### src/rtl/dcfifo_wr_ctrl_pkg.sv
// ============================================================================
// Module  : dcfifo_pkg
// Brief   : Shared constants and Gray/binary helpers for the dual-clock FIFO
//           write and read controllers.
// Revision: 1.0 - initial release
// ============================================================================
`default_nettype none

package dcfifo_pkg;

    localparam int C_ADDR_WIDTH = 5;
    localparam int C_PTR_MAX    = 32;

    function automatic logic [C_PTR_MAX-1:0] bin2gray(input logic [C_PTR_MAX-1:0] b);
        return b ^ (b >> 1);
    endfunction

    // MSB-first XOR prefix; zero-extended inputs convert correctly.
    function automatic logic [C_PTR_MAX-1:0] gray2bin(input logic [C_PTR_MAX-1:0] g);
        logic [C_PTR_MAX-1:0] b;
        b[C_PTR_MAX-1] = g[C_PTR_MAX-1];
        for (int i = C_PTR_MAX - 2; i >= 0; i--) begin
            b[i] = b[i+1] ^ g[i];
        end
        return b;
    endfunction

endpackage : dcfifo_pkg

`default_nettype wire

### src/rtl/dcfifo_wr_ctrl_if.sv
// ============================================================================
// Module  : dcfifo_wr_ctrl_if
// Brief   : Producer / RAM / synchronizer signals of the FIFO write controller.
// Revision: 1.0 - initial release
// ============================================================================
`default_nettype none

interface dcfifo_wr_ctrl_if
    import dcfifo_pkg::*;
#(
    parameter int ADDR_WIDTH = C_ADDR_WIDTH
);

    localparam int PW = ADDR_WIDTH + 1;

    logic                  wrreq;
    logic [PW-1:0]         rdptr_gray_sync;
    logic [PW-1:0]         wrptr_gray;
    logic [ADDR_WIDTH-1:0] waddr;
    logic                  wren;
    logic                  wrfull;
    logic [PW-1:0]         wrusedw;
    logic                  overflow;

    // master: the write controller itself
    modport master (
        input  wrreq, rdptr_gray_sync,
        output wrptr_gray, waddr, wren, wrfull, wrusedw, overflow
    );

    // slave: producer / surrounding FIFO fabric
    modport slave (
        output wrreq, rdptr_gray_sync,
        input  wrptr_gray, waddr, wren, wrfull, wrusedw, overflow
    );

endinterface : dcfifo_wr_ctrl_if

`default_nettype wire

### src/rtl/dcfifo_wr_ctrl_gray2bin.sv
// ============================================================================
// Module  : dcfifo_gray2bin
// Brief   : Combinational Gray-to-binary converter (XOR prefix from the MSB).
// Revision: 1.0 - initial release
// ============================================================================
`default_nettype none

module dcfifo_gray2bin #(
    parameter int PW = 6
) (
    input  wire logic [PW-1:0] i_gray,
    output logic      [PW-1:0] o_bin
);

    for (genvar i = 0; i < PW; i++) begin : g_prefix
        assign o_bin[i] = ^i_gray[PW-1:i];
    end

endmodule : dcfifo_gray2bin

`default_nettype wire

### src/rtl/dcfifo_wr_ctrl.sv
// ============================================================================
// Module  : dcfifo_wr_ctrl
// Brief   : Write-side pointer controller of a dual-clock FIFO: Gray pointer,
//           registered full flag, fill level and overflow pulse.
// Revision: 1.0 - initial release
// ============================================================================
`default_nettype none

module dcfifo_wr_ctrl
    import dcfifo_pkg::*;
#(
    parameter int ADDR_WIDTH = C_ADDR_WIDTH
) (
    input  wire logic          clock,
    input  wire logic          reset,
    dcfifo_wr_ctrl_if.master   bus
);

    localparam int PW = ADDR_WIDTH + 1;

    logic [PW-1:0] r_wbin;
    logic [PW-1:0] r_wrptr_gray;
    logic [PW-1:0] r_wrusedw;
    logic          r_wrfull;
    logic          r_overflow;

    logic          w_wren;
    logic [PW-1:0] w_wbin_next;
    logic [PW-1:0] w_gray_next;
    logic [PW-1:0] w_rbin;
    logic [PW-1:0] w_full_gray;

    // Accept uses only the registered full flag, keeping rdptr off the wren path.
    assign w_wren      = bus.wrreq & ~r_wrfull;
    assign w_wbin_next = r_wbin + {{(PW-1){1'b0}}, w_wren};
    assign w_gray_next = PW'(bin2gray(C_PTR_MAX'(w_wbin_next)));

    // Full when the write pointer is one lap ahead: top two Gray bits inverted.
    assign w_full_gray = {~bus.rdptr_gray_sync[PW-1:PW-2], bus.rdptr_gray_sync[PW-3:0]};

    dcfifo_gray2bin #(
        .PW (PW)
    ) u_rd_gray2bin (
        .i_gray (bus.rdptr_gray_sync),
        .o_bin  (w_rbin)
    );

    always_ff @(posedge clock or posedge reset) begin
        if (reset) begin
            r_wbin       <= '0;
            r_wrptr_gray <= '0;
            r_wrfull     <= 1'b0;
            r_wrusedw    <= '0;
            r_overflow   <= 1'b0;
        end else begin
            r_wbin       <= w_wbin_next;
            r_wrptr_gray <= w_gray_next;
            r_wrfull     <= (w_gray_next == w_full_gray);
            r_wrusedw    <= w_wbin_next - w_rbin;
            r_overflow   <= bus.wrreq & r_wrfull;
        end
    end

    assign bus.wren       = w_wren;
    assign bus.waddr      = r_wbin[ADDR_WIDTH-1:0];
    assign bus.wrptr_gray = r_wrptr_gray;
    assign bus.wrfull     = r_wrfull;
    assign bus.wrusedw    = r_wrusedw;
    assign bus.overflow   = r_overflow;

endmodule : dcfifo_wr_ctrl

`default_nettype wire

### src/flat_wrapper.sv
// flat-port wrapper written by rule: the top's interface ports become plain ports
module dcfifo_wr_ctrl_flat import dcfifo_pkg::*;
#(
    parameter int ADDR_WIDTH = C_ADDR_WIDTH
)
  (clock, reset, bus_wrreq, bus_rdptr_gray_sync, bus_wrptr_gray, bus_waddr, bus_wren, bus_wrfull, bus_wrusedw, bus_overflow);
  dcfifo_wr_ctrl_if #(.ADDR_WIDTH(ADDR_WIDTH)) bus_i ();
  input  wire logic clock;
  input  wire logic reset;
  input wire logic [$bits(bus_i.wrreq)-1:0] bus_wrreq;
  input wire logic [$bits(bus_i.rdptr_gray_sync)-1:0] bus_rdptr_gray_sync;
  output wire logic [$bits(bus_i.wrptr_gray)-1:0] bus_wrptr_gray;
  output wire logic [$bits(bus_i.waddr)-1:0] bus_waddr;
  output wire logic [$bits(bus_i.wren)-1:0] bus_wren;
  output wire logic [$bits(bus_i.wrfull)-1:0] bus_wrfull;
  output wire logic [$bits(bus_i.wrusedw)-1:0] bus_wrusedw;
  output wire logic [$bits(bus_i.overflow)-1:0] bus_overflow;
  assign bus_i.wrreq = bus_wrreq;
  assign bus_i.rdptr_gray_sync = bus_rdptr_gray_sync;
  assign bus_wrptr_gray = bus_i.wrptr_gray;
  assign bus_waddr = bus_i.waddr;
  assign bus_wren = bus_i.wren;
  assign bus_wrfull = bus_i.wrfull;
  assign bus_wrusedw = bus_i.wrusedw;
  assign bus_overflow = bus_i.overflow;
  dcfifo_wr_ctrl #(.ADDR_WIDTH(ADDR_WIDTH)) u_core (.clock(clock), .reset(reset), .bus(bus_i));
endmodule
### config.mk
export PLATFORM = sky130hd
export DESIGN_NAME = dcfifo_wr_ctrl_flat
export DESIGN_NICKNAME = d
export VERILOG_FILES = /design/src/rtl/dcfifo_wr_ctrl_pkg.sv /design/src/rtl/dcfifo_wr_ctrl_if.sv /design/src/rtl/dcfifo_wr_ctrl_gray2bin.sv /design/src/rtl/dcfifo_wr_ctrl.sv /design/src/flat_wrapper.sv
export SDC_FILE = /design/constraint.sdc
export NUM_CORES = 1
export LEC_CHECK = 0
export CAP_MARGIN = 20
export CORE_MARGIN = 3
export CORE_UTILIZATION = 35
export CTS_CLUSTER_DIAMETER = 40
export DETAILED_ROUTE_END_ITERATION = 10
export MAX_ROUTING_LAYER = met4
export PLACE_DENSITY = 0.62
export SLEW_MARGIN = 10
export SYNTH_ARGS = -nofsm -noshare
export SYNTH_HDL_FRONTEND = slang
export SYNTH_HIERARCHICAL = 1
export SYNTH_SLANG_ARGS = --single-unit
### constraint.sdc
create_clock -name clock -period 2.8 [get_ports clock]
set_input_delay 0.7 -clock clock [delete_from_list [all_inputs] [get_ports clock]]
set_output_delay 0.7 -clock clock [all_outputs]
set_load 0.005 [all_outputs]
==> results.json, run 1 <==
{
  "vias": 825,
  "cts_made_buffers": 3,
  "antennaDiodeCount": 0,
  "place.gp.congestion": 0.761,
  "slew_headroom": 0.499,
  "cap_violations": 0,
  "layout_setup_ws_ps": 117,
  "critical_path_class": "primary input to register",
  "dpl_cell_area_um2": 1580,
  "placementRows": 19,
  "cts_num_sinks": 19,
  "status": "finished, final reports clean",
  "netlist_area_um2": 1110,
  "critPathRequiredTime_ps": 3000,
  "cts_tree": "yes",
  "ys_seq_elements": 19,
  "overflow": 0,
  "clk_pin_slew_ps": 120,
  "antenna_found_initial": 0,
  "drt-pass1-iter-count": 6,
  "ir_drop_mv": 0.615,
  "die_w_um": 62.3,
  "seq_area_frac_synth": 0.428,
  "max_freq_ghz": 0.373,
  "postSynthAreaPerCell_um2": 11.8,
  "routed_wl_mm": 2.38,
  "cts_buffer_depth": 2,
  "finalMaxSlewViolations": 0,
  "synthesis.instances": 94,
  "timing.clock.skew_ps": 11.7,
  "detail-route-antenna-nets": 0,
  "fin_crit_sh": 0.958,
  "clk-insertion-delay-late_ps": 300,
  "drtIter0Drc": 12,
  "cp-start-kind": "primary input",
  "critPathCaptureType": "register",
  "final_cell_area_um2": 1700,
  "grt_pass1_vias": 909,
  "finish.utilization": 0.586,
  "hold_viol": 0,
  "cp_max_fo": 3,
  "floorplan.die_area_um2": 3890,
  "hpwl_mm": 1.77,
  "grt_max_degree": 20,
  "hp-class": "register to register",
  "pre_cts_slack_ps": -493,
  "cts-root-buf": "clkbuf_4",
  "yosysWarnings": 6,
  "io_buffers": 28,
  "gr-usage-all-layers": 0.138,
  "syn_nets": 111,
  "fin_crit_ps": 2680,
  "setup_tns_ps": 0,
  "p_per_area_nw_per_um2": 1220,
  "finalSetupViolCount": 0,
  "grt_pass1_wl_mm": 4.13,
  "layout-drive-gt1-share": 0.260,
  "cts-htree-levels": 1,
  "crit_arrival_ps": 2880,
  "synth.distinct_cells": 22,
  "static-leakage-power_uw": 0.000799,
  "start_util": 0.383,
  "nets": 164,
  "drc": 0,
  "drt-vias-per-instance": 4.39,
  "core_area_um2": 2900,
  "ios": 29,
  "wl_per_cell_um": 12.7,
  "syn2layout_area_growth_pct": 53.0,
  "tightest_slew_ps": 750,
  "cts_hold_buf": 0,
  "fp.dieH_um": 62.3
}
## Yosys cell counts
library cell / count / area (µm²)
a21oi_1: 5 / 25.0
a221oi_1: 2 / 17.5
and2_1: 1 / 6.26
and4_1: 1 / 8.76
buf_4: 1 / 7.51
dfrtp_1: 19 / 475
fa_1: 1 / 20.0
ha_1: 7 / 87.6
inv_1: 10 / 37.5
maj3_1: 1 / 10.0
nand2_1: 4 / 15.0
nand3_1: 3 / 15.0
nand3b_1: 1 / 7.51
nor2_1: 3 / 11.3
nor2b_1: 3 / 18.8
o21ai_1: 1 / 5.00
or3_1: 2 / 12.5
xnor2_1: 11 / 96.3
xnor3_1: 3 / 67.6
xor2_1: 13 / 114
xor3_2: 1 / 25.0
xor3_4: 1 / 27.5
## worst max-delay path, stage by stage
cell and delay, ps:
dlygate4sd2_1 220, xor3_2 470, buf_6 150, xnor3_1 270
ha_2 170, inv_1 50, fa_2 400, a221oi_2 240
nor2_1 70, xor2_1 140
## area by class of cell
cell class,count,area (µm²)
Fill cell,257,1200
Sequential cell,19,475
Tap cell,42,52.6
Inverter,10,40.0
Timing Repair Buffer,49,442
Multi-Input combinational cell,64,664
Clock buffer,4,26.3
## cell usage in the layout (no fill, tap or decap)
master            n
clkdlybuf4s50_1  25
buf_4            20
dfrtp_1          19
xor2_1           12
xnor2_1          11
inv_1             9
nand2_1           4
clkbuf_4          3
nand3_1           3
nor2_1            3
a21oi_1           3
xnor3_1           3
ha_1              3
dlygate4sd2_1     2
or3_1             2
a21oi_2           2
nor2b_1           2
ha_2              2
ha_4              2
clkbuf_1          1
dlymetal6s2s_1    1
xor2_4            1
nor2b_4           1
inv_4             1
nand3b_1          1
maj3_2            1
a221oi_2          1
o21ai_1           1
and2_1            1
a221oi_1          1
and4_1            1
fa_2              1
buf_6             1
xor3_2            1
xor3_4            1
## where the power goes
| part | leakage, µW | total [µW] | switching (µW) | internal, µW |
|---|---|---|---|---|
| logic | 0.000556 | 1410 | 561 | 849 |
| clock network | 0.0000150 | 143 | 87.3 | 55.4 |
| registers | 0.000228 | 521 | 101 | 420 |
## routing by layer
| layer | part of all wire | GRT usage |
|---|---|---|
| met1 | 0.44 | 0.157 |
| met2 | 0.50 | 0.235 |
| met3 | 0.055 | 0.0324 |
| met4 | 0.0088 | 0.0551 |
| met5 | 0 | - |
## through the flow
stage	cells	hold WS (ps)	total power, µW
finish	188	580	2070
global route	188	627	2260
CTS	188	545	2040
detailed placement	181	517	1790
global placement	181	511	1770
floorplan	94	522	1210
## final timing paths
check	from	endpoint	slack (ps)	depth (start not counted)
worst max register to register	u_core/bus.wrfull$_DFF_PP0_	u_core/bus.wrusedw[5]$_DFF_PP0_	600	10
worst max-delay path	bus_rdptr_gray_sync[3]	u_core/bus.wrusedw[4]$_DFF_PP0_	120	10
worst min-delay path	u_core/bus.wrfull$_DFF_PP0_	u_core/bus.overflow$_DFF_PP0_	580	1
max in group asynchronous	reset	u_core/bus.wrptr_gray[2]$_DFF_PP0_	1500	2
min in group asynchronous	reset	u_core/bus.wrptr_gray[1]$_DFF_PP0_	820	2
worst min register to register	u_core/bus.wrfull$_DFF_PP0_	u_core/bus.overflow$_DFF_PP0_	580	1
## logic make-up after synthesis
family | share of synthesized area
xor+xnor | 0.297
fa+ha+maj | 0.106
compound gates | 0.0428
simple gates | 0.0856
flops | 0.428
buf+inv | 0.0405
## flip-flops by register name, summed over array words and instances (netlist names)
signal,flops
u_core/bus.overflow,1
u_core/bus.wrfull,1
u_core/bus.wrptr_gray,5
u_core/bus.wrusedw,6
u_core/r_wbin,6
## timing repair
item	CTS	global route
setup endpoints to repair	2	4
resized for setup	11	6
pin swaps	6	1
setup buffers	3	0
No activity file was read; power rests on OpenSTA's default activity.
==> run 2, diff against run 1 <==
Settings changed: ABC_AREA set to 0, CORE_UTILIZATION 35 to 47, PLACE_DENSITY 0.62 to 0.79.
==> run 2 against run 1 <==
Final cell count down 8.0%. Clock skew shrank 11 ps. Sequential power up 0.8%. Wire length rose by 9.3%. Worst hold slack better by 4.2 ps. First-iteration DRC count decreased by 42%. Core utilization increased by 21 points. Maximum frequency decreased by 0.44%. Count of clock-buffer cells in the layout is 1 lower.
==> results.json, run 2 (same netlist as run 1, synthesis figures left out) <==
{
  "status": "finished, final reports clean",
  "critPathCaptureType": "register",
  "core_area_um2": 2100,
  "floorplan.die_area_um2": 2980,
  "fin_crit_sh": 0.963,
  "max_freq_ghz": 0.371,
  "rsz0062_at_grt": "false",
  "layout_setup_ws_ps": 105,
  "vias": 873,
  "placementRows": 16,
  "cp-start-kind": "primary input",
  "tightest_slew_ps": 706,
  "drt-vias-per-instance": 5.05,
  "power.total_uw": 2110,
  "grt_max_degree": 20,
  "gr-usage-all-layers": 0.204,
  "cts_made_buffers": 3,
  "power_switching_uw": 791,
  "p_int_uw": 1320,
  "grt_pass1_vias": 914,
  "stdcell_count": 173,
  "hpwl_mm": 1.86,
  "detail-route-antenna-nets": 0,
  "finalMaxSlewViolations": 0,
  "hold_viol": 0,
  "path_depth": 11,
  "crit_arrival_ps": 2930,
  "cts-root-buf": "clkbuf_4",
  "cts_buffer_depth": 2,
  "max_stage_delay_ps": 480,
  "fp.dieH_um": 54.6,
  "sw_frac_of_total": 0.375,
  "antenna_found_initial": 0,
  "dp.cells": 167,
  "finalHoldWorstSlack_ps": 584,
  "critPathRequiredTime_ps": 3040,
  "place.gp.congestion": 0.769,
  "cts_num_sinks": 19,
  "io_buffers": 28,
  "drc": 0,
  "critPathBufInv": 1,
  "clk_pin_slew_ps": 110,
  "worstHoldStart": "u_core/bus.wrfull$_DFF_PP0_",
  "static-leakage-power_uw": 0.000803,
  "cts_hold_buf": 0,
  "timing.rr.end": "u_core/bus.wrusedw[5]$_DFF_PP0_",
  "crit_chain": "clkdlybuf4s50_1 > nor2b_4 > ha_1 > ha_4 > xor2_4 > ha_4 > a21oi_1 > nand2_1 > maj3_2 > a21oi_2 > xnor2_1",
  "start_util": 0.529,
  "power.share.clock": 0.068,
  "nets": 164,
  "cp_max_fo": 3,
  "drt-pass1-iter-count": 4,
  "cap_violations": 0,
  "grt_pass1_wl_mm": 4.04,
  "slew_headroom": 0.529,
  "ios": 29,
  "pwr-share-comb": 0.683,
  "worst_path_most_repeated_cell": "ha_4",
  "die_w_um": 54.6,
  "clk-insertion-delay-late_ps": 300,
  "p_per_area_nw_per_um2": 1260,
  "final_common_cell": "clkdlybuf4s50_1",
  "overflow": 0,
  "finalSetupViolCount": 0,
  "slowest_stage": "clkdlybuf4s50_1",
  "routedLengthMet1_mm": 1.07,
  "syn2layout_area_growth_pct": 50.1,
  "power_frac_seq": 0.249,
  "cts-htree-levels": 1,
  "r2r-start": "u_core/bus.wrfull$_DFF_PP0_",
  "drtIter0Drc": 7,
  "critical_path_class": "primary input to register",
  "timing.clock.skew_ps": 1.03,
  "wl_per_cell_um": 15.1,
  "dr_wl_met2_mm": 1.37,
  "layout-drive-gt1-share": 0.247,
  "top_layer_used": "met4",
  "hold_path_depth": 1,
  "wl_met3_um": 122,
  "pre_cts_slack_ps": -496,
  "ir_drop_mv": 0.847,
  "fin_crit_ps": 2700,
  "routed_wl_mm": 2.61,
  "reg2reg_slack_ps": 570,
  "cts_tree": "yes",
  "hp-class": "register to register",
  "antennaDiodeCount": 0,
  "min_to": "u_core/bus.overflow$_DFF_PP0_",
  "final_cell_mix": "clkdlybuf4s50_1 (25), buf_4 (21), dfrtp_1 (19), xor2_1 (12), xnor2_1 (11)",
  "reg2reg_depth": 10,
  "critPathTopFamily": "adder cells"
}
[run 2: through the flow]
step	util	area, µm²	TNS (ps)
2_1_floorplan	-	1120	0
3_3_place_gp	0.748	1570	-1220
3_5_place_dp	0.748	1570	-1630
4_1_cts	0.780	1640	0
5_1_grt	0.793	1670	0
6_report	0.793	1670	0
[run 2: repair_timing]
action	in CTS	in global routing
pin swaps	6	1
resized for setup	8	4
setup buffers	2	0
endpoints found under the setup margin	2	2
[run 2: per-layer routing]
layer | GRT usage | vias to the layer above
met5 | - | -
met1 | 0.231 | 427
met4 | 0.0871 | 0
met2 | 0.344 | 34
li1 | - | 406
met3 | 0.0436 | 6
[run 2: cell type report]
cell class / instances / area, µm²
clock buffers: 3 / 22.5
clock inverters: 1 / 5.00
well taps: 27 / 33.8
inverters: 10 / 37.5
flip-flops and latches: 19 / 475
repair buffers: 49 / 438
fillers: 146 / 434
multi-input cells: 64 / 656
[run 2: power by group through the flow]
stage / Sequential, µW / Clock (µW) / Combinational (µW)
3_5_place_dp: 524 / 0 / 1310
2_1_floorplan: 524 / 0 / 690
4_1_cts: 519 / 145 / 1390
3_3_place_gp: 514 / 0 / 1260
6_report: 525 / 143 / 1440
5_1_grt: 548 / 155 / 1570
[run 2: worst register-to-register path, stage by stage, from the launching register on]
cell and delay [ps]:
dfrtp_1 430, nor2b_4 140, ha_1 190, ha_4 170, xor2_4 190, ha_4 230, a21oi_1 130, nand2_1 110
maj3_2 320, a21oi_2 130, xnor2_1 120
[run 2: how the worst max path moves through the flow]
stage | endpoint | startpoint
after floorplan | u_core/bus.wrusedw[5]$_DFF_PP0_ | bus_wrreq
after global placement | u_core/bus.wrusedw[5]$_DFF_PP0_ | bus_rdptr_gray_sync[5]
after detailed placement | u_core/bus.wrusedw[5]$_DFF_PP0_ | bus_rdptr_gray_sync[5]
after CTS | u_core/bus.wrusedw[5]$_DFF_PP0_ | bus_wrreq
after global routing | u_core/bus.wrusedw[5]$_DFF_PP0_ | bus_wrreq
final | u_core/bus.wrusedw[5]$_DFF_PP0_ | bus_wrreq
